<file path="src/rtl/risc_v_pkg.sv">
// Shared types and widths for the integer register-file writeback path.
package risc_v_pkg;

    localparam int XLEN   = 32;
    localparam int REG_AW = 5;

    typedef enum logic {
        WB_SRC_ALU = 1'b0,
        WB_SRC_LSU = 1'b1
    } wb_src_e;

    typedef struct packed {
        logic [REG_AW-1:0] rd;
        logic [XLEN-1:0]   data;
    } wb_req_t;

endpackage

</file>
<file path="src/rtl/risc_v_wb_unit_hold_slot.sv">
// One-entry holding buffer for a writeback producer; ready stays high while
// the entry is empty or is being drained this cycle.
module wb_hold_slot #(
    parameter int XLEN   = 32,
    parameter int REG_AW = 5
) (
    input  logic              clk,
    input  logic              rst,
    input  logic              valid,
    input  logic [REG_AW-1:0] rd,
    input  logic [XLEN-1:0]   data,
    input  logic              grant,
    output logic              ready,
    output logic              full,
    output logic [REG_AW-1:0] slot_rd,
    output logic [XLEN-1:0]   slot_data
);

    logic load;

    assign ready = !full || grant;
    // Writes to x0 complete the handshake but never occupy the slot.
    assign load  = valid && ready && (rd != '0);

    // NOTE: state registers use non-blocking assignments so every flop samples pre-edge values.
    always_ff @(posedge clk or posedge rst) begin
        if (rst) begin
            full <= 1'b0;
        end else if (load) begin
            full <= 1'b1;
        end else if (grant) begin
            full <= 1'b0;
        end
    end

    // NOTE: the payload needs no reset; it is only observed while full is set.
    always_ff @(posedge clk) begin
        if (load) begin
            slot_rd   <= rd;
            slot_data <= data;
        end
    end

endmodule

</file>
<file path="src/rtl/risc_v_wb_unit.sv">
// Writeback unit: round-robin merge of ALU and LSU results onto the register
// file write port, plus a pending-write scoreboard for hazard detection.
module risc_v_wb_unit #(
    parameter int XLEN   = risc_v_pkg::XLEN,
    parameter int REG_AW = risc_v_pkg::REG_AW
) (
    input  logic                 clk,
    input  logic                 rst,
    input  logic                 alu_valid,
    output logic                 alu_ready,
    input  logic [REG_AW-1:0]    alu_rd,
    input  logic [XLEN-1:0]      alu_data,
    input  logic                 lsu_valid,
    output logic                 lsu_ready,
    input  logic [REG_AW-1:0]    lsu_rd,
    input  logic [XLEN-1:0]      lsu_data,
    input  logic                 issue_valid,
    input  logic [REG_AW-1:0]    issue_rd,
    output logic                 rf_wen,
    output logic [REG_AW-1:0]    rf_waddr,
    output logic [XLEN-1:0]      rf_wdata,
    output logic [2**REG_AW-1:0] pending
);

    localparam int NREG = 2**REG_AW;

    logic                alu_full, lsu_full;
    logic                grant_alu, grant_lsu;
    logic [REG_AW-1:0]   alu_slot_rd, lsu_slot_rd;
    logic [XLEN-1:0]     alu_slot_data, lsu_slot_data;
    risc_v_pkg::wb_src_e rr_prio;
    logic [NREG-1:0]     pend_set, pend_clr, pend_q;

    wb_hold_slot #(.XLEN(XLEN), .REG_AW(REG_AW)) u_alu_slot (
        .clk       (clk),
        .rst       (rst),
        .valid     (alu_valid),
        .rd        (alu_rd),
        .data      (alu_data),
        .grant     (grant_alu),
        .ready     (alu_ready),
        .full      (alu_full),
        .slot_rd   (alu_slot_rd),
        .slot_data (alu_slot_data)
    );

    wb_hold_slot #(.XLEN(XLEN), .REG_AW(REG_AW)) u_lsu_slot (
        .clk       (clk),
        .rst       (rst),
        .valid     (lsu_valid),
        .rd        (lsu_rd),
        .data      (lsu_data),
        .grant     (grant_lsu),
        .ready     (lsu_ready),
        .full      (lsu_full),
        .slot_rd   (lsu_slot_rd),
        .slot_data (lsu_slot_data)
    );

    // Grant looks only at occupancy, so ready never depends on valid.
    assign grant_alu = alu_full && (!lsu_full || rr_prio == risc_v_pkg::WB_SRC_ALU);
    assign grant_lsu = lsu_full && !grant_alu;

    // rr_prio names the source that wins the next conflict.
    always_ff @(posedge clk or posedge rst) begin
        if (rst) begin
            rr_prio <= risc_v_pkg::WB_SRC_ALU;
        end else if (grant_alu) begin
            rr_prio <= risc_v_pkg::WB_SRC_LSU;
        end else if (grant_lsu) begin
            rr_prio <= risc_v_pkg::WB_SRC_ALU;
        end
    end

    always_ff @(posedge clk or posedge rst) begin
        if (rst) begin
            rf_wen   <= 1'b0;
            rf_waddr <= '0;
            rf_wdata <= '0;
        end else if (grant_alu) begin
            rf_wen   <= 1'b1;
            rf_waddr <= alu_slot_rd;
            rf_wdata <= alu_slot_data;
        end else if (grant_lsu) begin
            rf_wen   <= 1'b1;
            rf_waddr <= lsu_slot_rd;
            rf_wdata <= lsu_slot_data;
        end else begin
            rf_wen   <= 1'b0;
        end
    end

    // NOTE: every always_comb output gets a default first so no latch is inferred.
    always_comb begin
        pend_set = '0;
        pend_clr = '0;
        if (issue_valid) begin
            pend_set = NREG'(1) << issue_rd;
        end
        if (rf_wen) begin
            pend_clr = NREG'(1) << rf_waddr;
        end
    end

    // Set is applied after clear so a same-edge issue keeps the bit; bit 0 is masked off.
    always_ff @(posedge clk or posedge rst) begin
        if (rst) begin
            pend_q <= '0;
        end else begin
            pend_q <= ((pend_q & ~pend_clr) | pend_set) & ~NREG'(1);
        end
    end

    assign pending = pend_q;

endmodule

</file>
<file path="config.mk">
export PLATFORM = sky130hd
export DESIGN_NAME = risc_v_wb_unit
export DESIGN_NICKNAME = d
export VERILOG_FILES = /design/src/rtl/risc_v_pkg.sv /design/src/rtl/risc_v_wb_unit_hold_slot.sv /design/src/rtl/risc_v_wb_unit.sv
export SDC_FILE = /design/constraint.sdc
export NUM_CORES = 1
export LEC_CHECK = 0
export BUFFER_PORTS_ARGS = -buffer_cell sky130_fd_sc_hd__buf_2
export CORE_MARGIN = 2
export CORE_UTILIZATION = 55
export CTS_CLUSTER_DIAMETER = 150
export DETAILED_ROUTE_END_ITERATION = 10
export GPL_TIMING_DRIVEN = 0
export PLACE_DENSITY_LB_ADDON = 0.3
export SYNTH_ARGS = -nofsm -noshare
export SYNTH_HDL_FRONTEND = slang
export SYNTH_SLANG_ARGS = --single-unit
</file>
<file path="constraint.sdc">
create_clock -name clk -period 7.6 [get_ports clk]
set_input_delay 0.76 -clock clk [delete_from_list [all_inputs] [get_ports clk]]
set_output_delay 0.76 -clock clk [all_outputs]
set_load 0.03 [all_outputs]
</file>
# [Word level (Yosys, flattened, before mapping)]
# Cells that the tools add are included.
[word_totals] ff_bits=146 inputBits=84 output_inout_bits=72
[op_classes] n_shift=2 muxes=13 bitwise_logic=4 reduce_logical=17
[op_table] cell="two-way mux 32 bit" count=4
[op_table] cell="<< shifter 1 x 5 -> 32 bit, first input constant" count=2
[op_table] cell="AND 32 bit" count=1
[op_table] cell="inverter 32 bit" count=1
[op_table] cell="bitwise OR 32 bit" count=1
[op_table] cell="two-way mux 5 bit" count=2
[op_table] cell="nonzero test 5 bit" count=2
[op_table] cell="two-way mux 1 bit" count=7
[op_table] cell="logical AND 1 bit" count=6
[op_table] cell="nonzero test 2 bit" count=3
[op_table] cell="zero test 1 bit" count=3
[op_table] cell="logical OR 1 bit" count=3
[op_table] cell="inverter 1 bit" count=1

# [Logic depth before layout (Yosys ltp)]
[depth] depth_word=9 mapped_depth=5 depth_no_buf=3

# [Cells and area by module]
# Synthesis repeated with hierarchy kept, for this count alone.
[unflattened] cells_unflattened=347 area_unflattened_um2=5345.1
[modules_own_cells] module="risc_v_wb_unit" instances=1 cells_per_inst=259 area_per_inst_um2=3000.4 seq_area_each_um2=1751.7
[modules_own_cells] module="wb_hold_slot" instances=2 cells_per_inst=44 area_per_inst_um2=1172.4 seq_area_each_um2=1136.1

# [Worst setup path after synthesis]
# No wires, ideal clock.
[synth_timing] path_kind="input-to-reg" startpoint="input port lsu_rd[0]" endpoint="register u_lsu_slot.slot_data[0], enable pin" setup_time_ns=0.444 arrival_time_ns=2.767 required_time_ns=7.156 setup_slack_ns=4.390 cell_stages=3 cell_sequence="or4_1 -> o21ai_0 -> a21oi_1"
[synth_between] elab_chain_cells=2
[synth_rtl] element="from (decl)" line_no="risc_v_wb_unit.sv:15" source="input logic [REG_AW-1:0] lsu_rd,"
[synth_rtl] element="nonzero test 5 bit" line_no="risc_v_wb_unit_hold_slot.sv:23" source="assign load = valid && ready && (rd != '0);"
[synth_rtl] element="logical AND 1 bit" line_no="risc_v_wb_unit_hold_slot.sv:23"
[synth_rtl] element="named net u_lsu_slot.load" line_no="risc_v_wb_unit_hold_slot.sv:19" source="logic load;"
[synth_rtl] element="to (signal assigned)" line_no="risc_v_wb_unit_hold_slot.sv:40" source="slot_data <= data;"
[synth_rtl] element="to (decl)" line_no="risc_v_wb_unit_hold_slot.sv:16" source="output logic [XLEN-1:0] slot_data"
# The timed path passes the listed nets, and every way through them passes these cells.
# A chain may end at the register's enable or synchronous reset.

# [Final worst setup path]
[layout_timing] startpoint="register u_lsu_slot.full" endpoint="output port lsu_ready"
[layout_between] elab_chain_cells=6
[layout_rtl] element="from (decl)" line_no="risc_v_wb_unit_hold_slot.sv:14" source="output logic full,"
[layout_rtl] element="from (signal assigned)" line_no="risc_v_wb_unit_hold_slot.sv:28" source="full <= 1'b0;"
[layout_rtl] element="from (signal assigned)" line_no="risc_v_wb_unit_hold_slot.sv:30" source="full <= 1'b1;"
[layout_rtl] element="from (signal assigned)" line_no="risc_v_wb_unit_hold_slot.sv:32" source="full <= 1'b0;"
[layout_rtl] element="zero test 1 bit" line_no="risc_v_wb_unit_hold_slot.sv:21, risc_v_wb_unit.sv:61"
[layout_rtl] element="logical OR 1 bit" line_no="risc_v_wb_unit.sv:61" source="assign grant_alu = alu_full && (!lsu_full || rr_prio == risc_v_pkg::WB_SRC_ALU);"
[layout_rtl] element="logical AND 1 bit" line_no="risc_v_wb_unit.sv:61"
[layout_rtl] element="zero test 1 bit" line_no="risc_v_wb_unit.sv:62" source="assign grant_lsu = lsu_full && !grant_alu;"
[layout_rtl] element="logical AND 1 bit" line_no="risc_v_wb_unit.sv:62"
[layout_rtl] element="logical OR 1 bit *" line_no="risc_v_wb_unit_hold_slot.sv:21" source="assign ready = !full || grant;"
[layout_rtl] element="to (decl)" line_no="risc_v_wb_unit.sv:14" source="output logic lsu_ready,"
# Mark *: on every way between the ends. The rest lies on a longest branch, timed or not.

==> flow_metrics.env <==
export IMPL_synthesis_area_um2=5300
export IMPL_report_final_hold_viol_count=0
export IMPL_maxCapViolations=0
export IMPL_holdWs_ns=0.426
export IMPL_critical_path_required_ns=6.84
export IMPL_critical_path_arrival_ns=2.01
export IMPL_irDropWorstVdd_uv=268
export IMPL_cts_buffer_depth=2
export IMPL_globalRoute_totalOverflow=0
export IMPL_rsz_0062_raised_after_global_routing="no"
export IMPL_final_layout_size_suffix_gt1_share_pct=38.2
export IMPL_buffer_ports_inserted=154
export IMPL_clock_root_buffer="sky130_fd_sc_hd__clkbuf_8"
export IMPL_synth_async_sr_flop_share_pct=49.3
export IMPL_chipWidth_um=102
export IMPL_antenna_cells=0
export IMPL_timing_final_crit_period_ns=2.77
export IMPL_detail_route_wirelength_mm=11.8
export IMPL_slew_worst_pin_ns=0.888
export IMPL_clock_latency_ns=0.50
export IMPL_routed_wire_length_per_instance_um=17.9
export IMPL_place_gp_congestion=0.863
export IMPL_synth_seq_cells=146
export IMPL_synthesis_area_per_instance_um2=15.4
export IMPL_fin_tns_setup_ns=0
export IMPL_grt_use_total_pct=23.8
export IMPL_htree_levels=4
export IMPL_final_net_count=603
export IMPL_synth_warning_count=0
export IMPL_critical_path_class="reg2out"
export IMPL_met3WireLength_um=886
export IMPL_top_achievable_clock_speed_mhz=361
export IMPL_final_min_period_over_clock_period_pct=36.4
export IMPL_drt_first_iter_violations=170
export IMPL_wirelength_met1_mm=4.47
export IMPL_floorplan_rows=35
export IMPL_finalSetupViolCount=0
export IMPL_power_density_nw_per_um2=398
export IMPL_number_of_synthesized_flops_with_an_enable_pin=74
export IMPL_layout_core_utilization_pct=74.3
export IMPL_end_kind="primary output"
export IMPL_synth_seq_area_share_pct=75.9
export IMPL_detail_route_antenna_nets=0
export IMPL_cts_reportedPaths_clkPinSlew_ns=0.06
export IMPL_die_height_um=102
export IMPL_critPathLaunchType="register"
export IMPL_design_die_area_um2=10400
export IMPL_largest_net_degree_at_the_start_of_global_routing=73
export IMPL_grt_pass1_vias=3771
export IMPL_floorplan_core_area_um2=9280
export IMPL_clock_sink_count=146
export IMPL_synthCells=344
export IMPL_synth_top_flop_cell="sky130_fd_sc_hd__edfxtp_1"
export IMPL_detail_route_vias_per_cell=5.48
export IMPL_netlist_cell_type_count=25
export IMPL_hold_class="in2reg"
export IMPL_wl_met2_mm=6.29
export IMPL_antenna_found_initial=0
export IMPL_detailed_placement_wirelength_estimate_mm=7.97
export IMPL_total_leakage_power_nw=3.13
export IMPL_timing_critical_path_fanout_max=10
export IMPL_tritoncts_num_buffers=17
export IMPL_initial_core_util_pct=57.1
export IMPL_areaGrowthSynthToFinish_pct=30.1
export IMPL_routed_via_count=3625
export IMPL_postCtsResizedCells=0
export IMPL_count_of_pins_on_the_block_boundary=156
export IMPL_postSynthNetCount=428
export IMPL_post_cts_hold_buffer_count=0
export IMPL_cts_post_setup_buffers_inserted=0
export IMPL_grt_first_pass_wirelength_mm=18.3
export IMPL_max_slew_margin_pct=40.8
export IMPL_route_top_layer_used="met4"
export IMPL_status="completed"
export IMPL_cts_tree="built"
export IMPL_final_setup_skew_ns=0.00789
export IMPL_report_final_slew_viol_count=0
export IMPL_detailedRoute_firstPassIterationCount=5
export IMPL_route_detailed_drc=0
sequential cells by signal, indices dropped and copies added, names as in the netlist:
| name | cells |
|---|---|
| rf_wen | 1 |
| pending | 31 |
| u_alu_slot.slot_rd | 5 |
| rf_waddr | 5 |
| u_alu_slot.full | 1 |
| u_lsu_slot.slot_rd | 5 |
| u_lsu_slot.full | 1 |
| rf_wdata | 32 |
| rr_prio | 1 |
| u_alu_slot.slot_data | 32 |
| u_lsu_slot.slot_data | 32 |
cell usage in the layout, fill, tap and decap left out, types with 2 or more instances in the layout:
master,Yosys,layout
sky130_fd_sc_hd__nor2_1,3,3
sky130_fd_sc_hd__edfxtp_1,74,74
sky130_fd_sc_hd__nand3_1,7,7
sky130_fd_sc_hd__nand2_1,8,8
sky130_fd_sc_hd__buf_2,5,159
sky130_fd_sc_hd__inv_1,3,2
sky130_fd_sc_hd__a22o_1,37,37
sky130_fd_sc_hd__buf_6,2,2
sky130_fd_sc_hd__clkbuf_1,3,7
sky130_fd_sc_hd__clkbuf_8,0,2
sky130_fd_sc_hd__or3b_2,4,4
sky130_fd_sc_hd__inv_4,0,2
sky130_fd_sc_hd__or4_1,2,2
sky130_fd_sc_hd__nand3b_1,8,8
sky130_fd_sc_hd__clkinv_4,0,2
sky130_fd_sc_hd__nand2b_1,3,3
sky130_fd_sc_hd__o21ai_0,64,64
sky130_fd_sc_hd__a21o_1,37,37
sky130_fd_sc_hd__clkbuf_16,0,19
sky130_fd_sc_hd__nor2b_1,3,2
sky130_fd_sc_hd__clkinv_2,0,3
sky130_fd_sc_hd__buf_16,0,2
sky130_fd_sc_hd__dfrtp_1,72,72
sky130_fd_sc_hd__buf_4,2,2
stage by stage:
stage                     total power, mW  setup WS, ns  std cells  instance area [um2]
after floorplan                      1.66          4.39        344                 5300
after global placement               1.91          3.26        627                 6240
after detailed placement             1.95          5.06        629                 6310
after CTS                            2.76          4.80        661                 6900
after global routing                 2.87          4.70        661                 6900
final                                2.74          4.83        661                 6900
kinds of logic after synthesis:
family          share of synthesized area [%]
flops                                    75.9
compound gates                           17.7
simple gates                             4.58
buf+inv                                  1.60
mux                                     0.189
other cells                            0.0707
synth_stat cells (2+ instances only):
cell type	instances	area (um2)
sky130_fd_sc_hd__edfxtp_1	74	2220
sky130_fd_sc_hd__dfrtp_1	72	1800
sky130_fd_sc_hd__o21ai_0	64	320
sky130_fd_sc_hd__a21o_1	37	278
sky130_fd_sc_hd__a22o_1	37	324
sky130_fd_sc_hd__nand2_1	8	30.0
sky130_fd_sc_hd__nand3b_1	8	60.1
sky130_fd_sc_hd__nand3_1	7	35.0
sky130_fd_sc_hd__buf_2	5	25.0
sky130_fd_sc_hd__or3b_2	4	35.0
sky130_fd_sc_hd__clkbuf_1	3	11.3
sky130_fd_sc_hd__inv_1	3	11.3
sky130_fd_sc_hd__nand2b_1	3	18.8
sky130_fd_sc_hd__nor2_1	3	11.3
sky130_fd_sc_hd__nor2b_1	3	18.8
sky130_fd_sc_hd__buf_4	2	15.0
sky130_fd_sc_hd__buf_6	2	22.5
sky130_fd_sc_hd__or4_1	2	15.0
worst max-delay path, cell delays in order, from the launching register on:
cell	delay [ns]
sky130_fd_sc_hd__dfrtp_1	0.47
sky130_fd_sc_hd__a21boi_2	0.24
sky130_fd_sc_hd__buf_2	0.26
sky130_fd_sc_hd__buf_4	0.23
sky130_fd_sc_hd__nand2_1	0.09
sky130_fd_sc_hd__buf_2	0.20
per-layer routing:
| metal | GRT usage [%] | vias up |
|---|---|---|
| met5 | 0 | - |
| met4 | 11.4 | 0 |
| li1 | - | 1667 |
| met2 | 40.7 | 189 |
| met1 | 28.0 | 1748 |
| met3 | 6.63 | 21 |
path summary, 6_finish.rpt:
check	from	to	slack, ns	depth (start not counted)
worst max-delay path	u_lsu_slot.full$_DFFE_PP0P_	lsu_ready	4.83	5
worst min register to register	u_lsu_slot.slot_data[28]$_DFFE_PP_	rf_wdata[28]$_DFFE_PP0P_	0.45	1
min in group asynchronous	rst	rf_wdata[5]$_DFFE_PP0P_	0.45	2
max in group asynchronous	rst	pending[15]$_DFF_PP0_	6.57	2
worst max register to register	u_lsu_slot.full$_DFFE_PP0P_	u_lsu_slot.slot_data[9]$_DFFE_PP_	5.41	5
worst min-delay path	alu_data[0]	u_alu_slot.slot_data[0]$_DFFE_PP_	0.43	1
where the power goes:
group	total [mW]	switching, mW	internal (mW)
combinational	0.798	0.548	0.250
sequential	1.14	0.111	1.03
clock	0.804	0.302	0.502
area by class of cell:
cell class | instances | area (um2)
plain buffers | 12 | 73.8
inverters | 3 | 13.8
well taps | 129 | 161
clock buffers | 25 | 518
fillers | 629 | 2380
clock inverters | 7 | 68.8
repair buffers | 156 | 826
flip-flops and latches | 146 | 4020
multi-input cells | 183 | 1210
No activity file was read; power rests on OpenSTA's default activity.
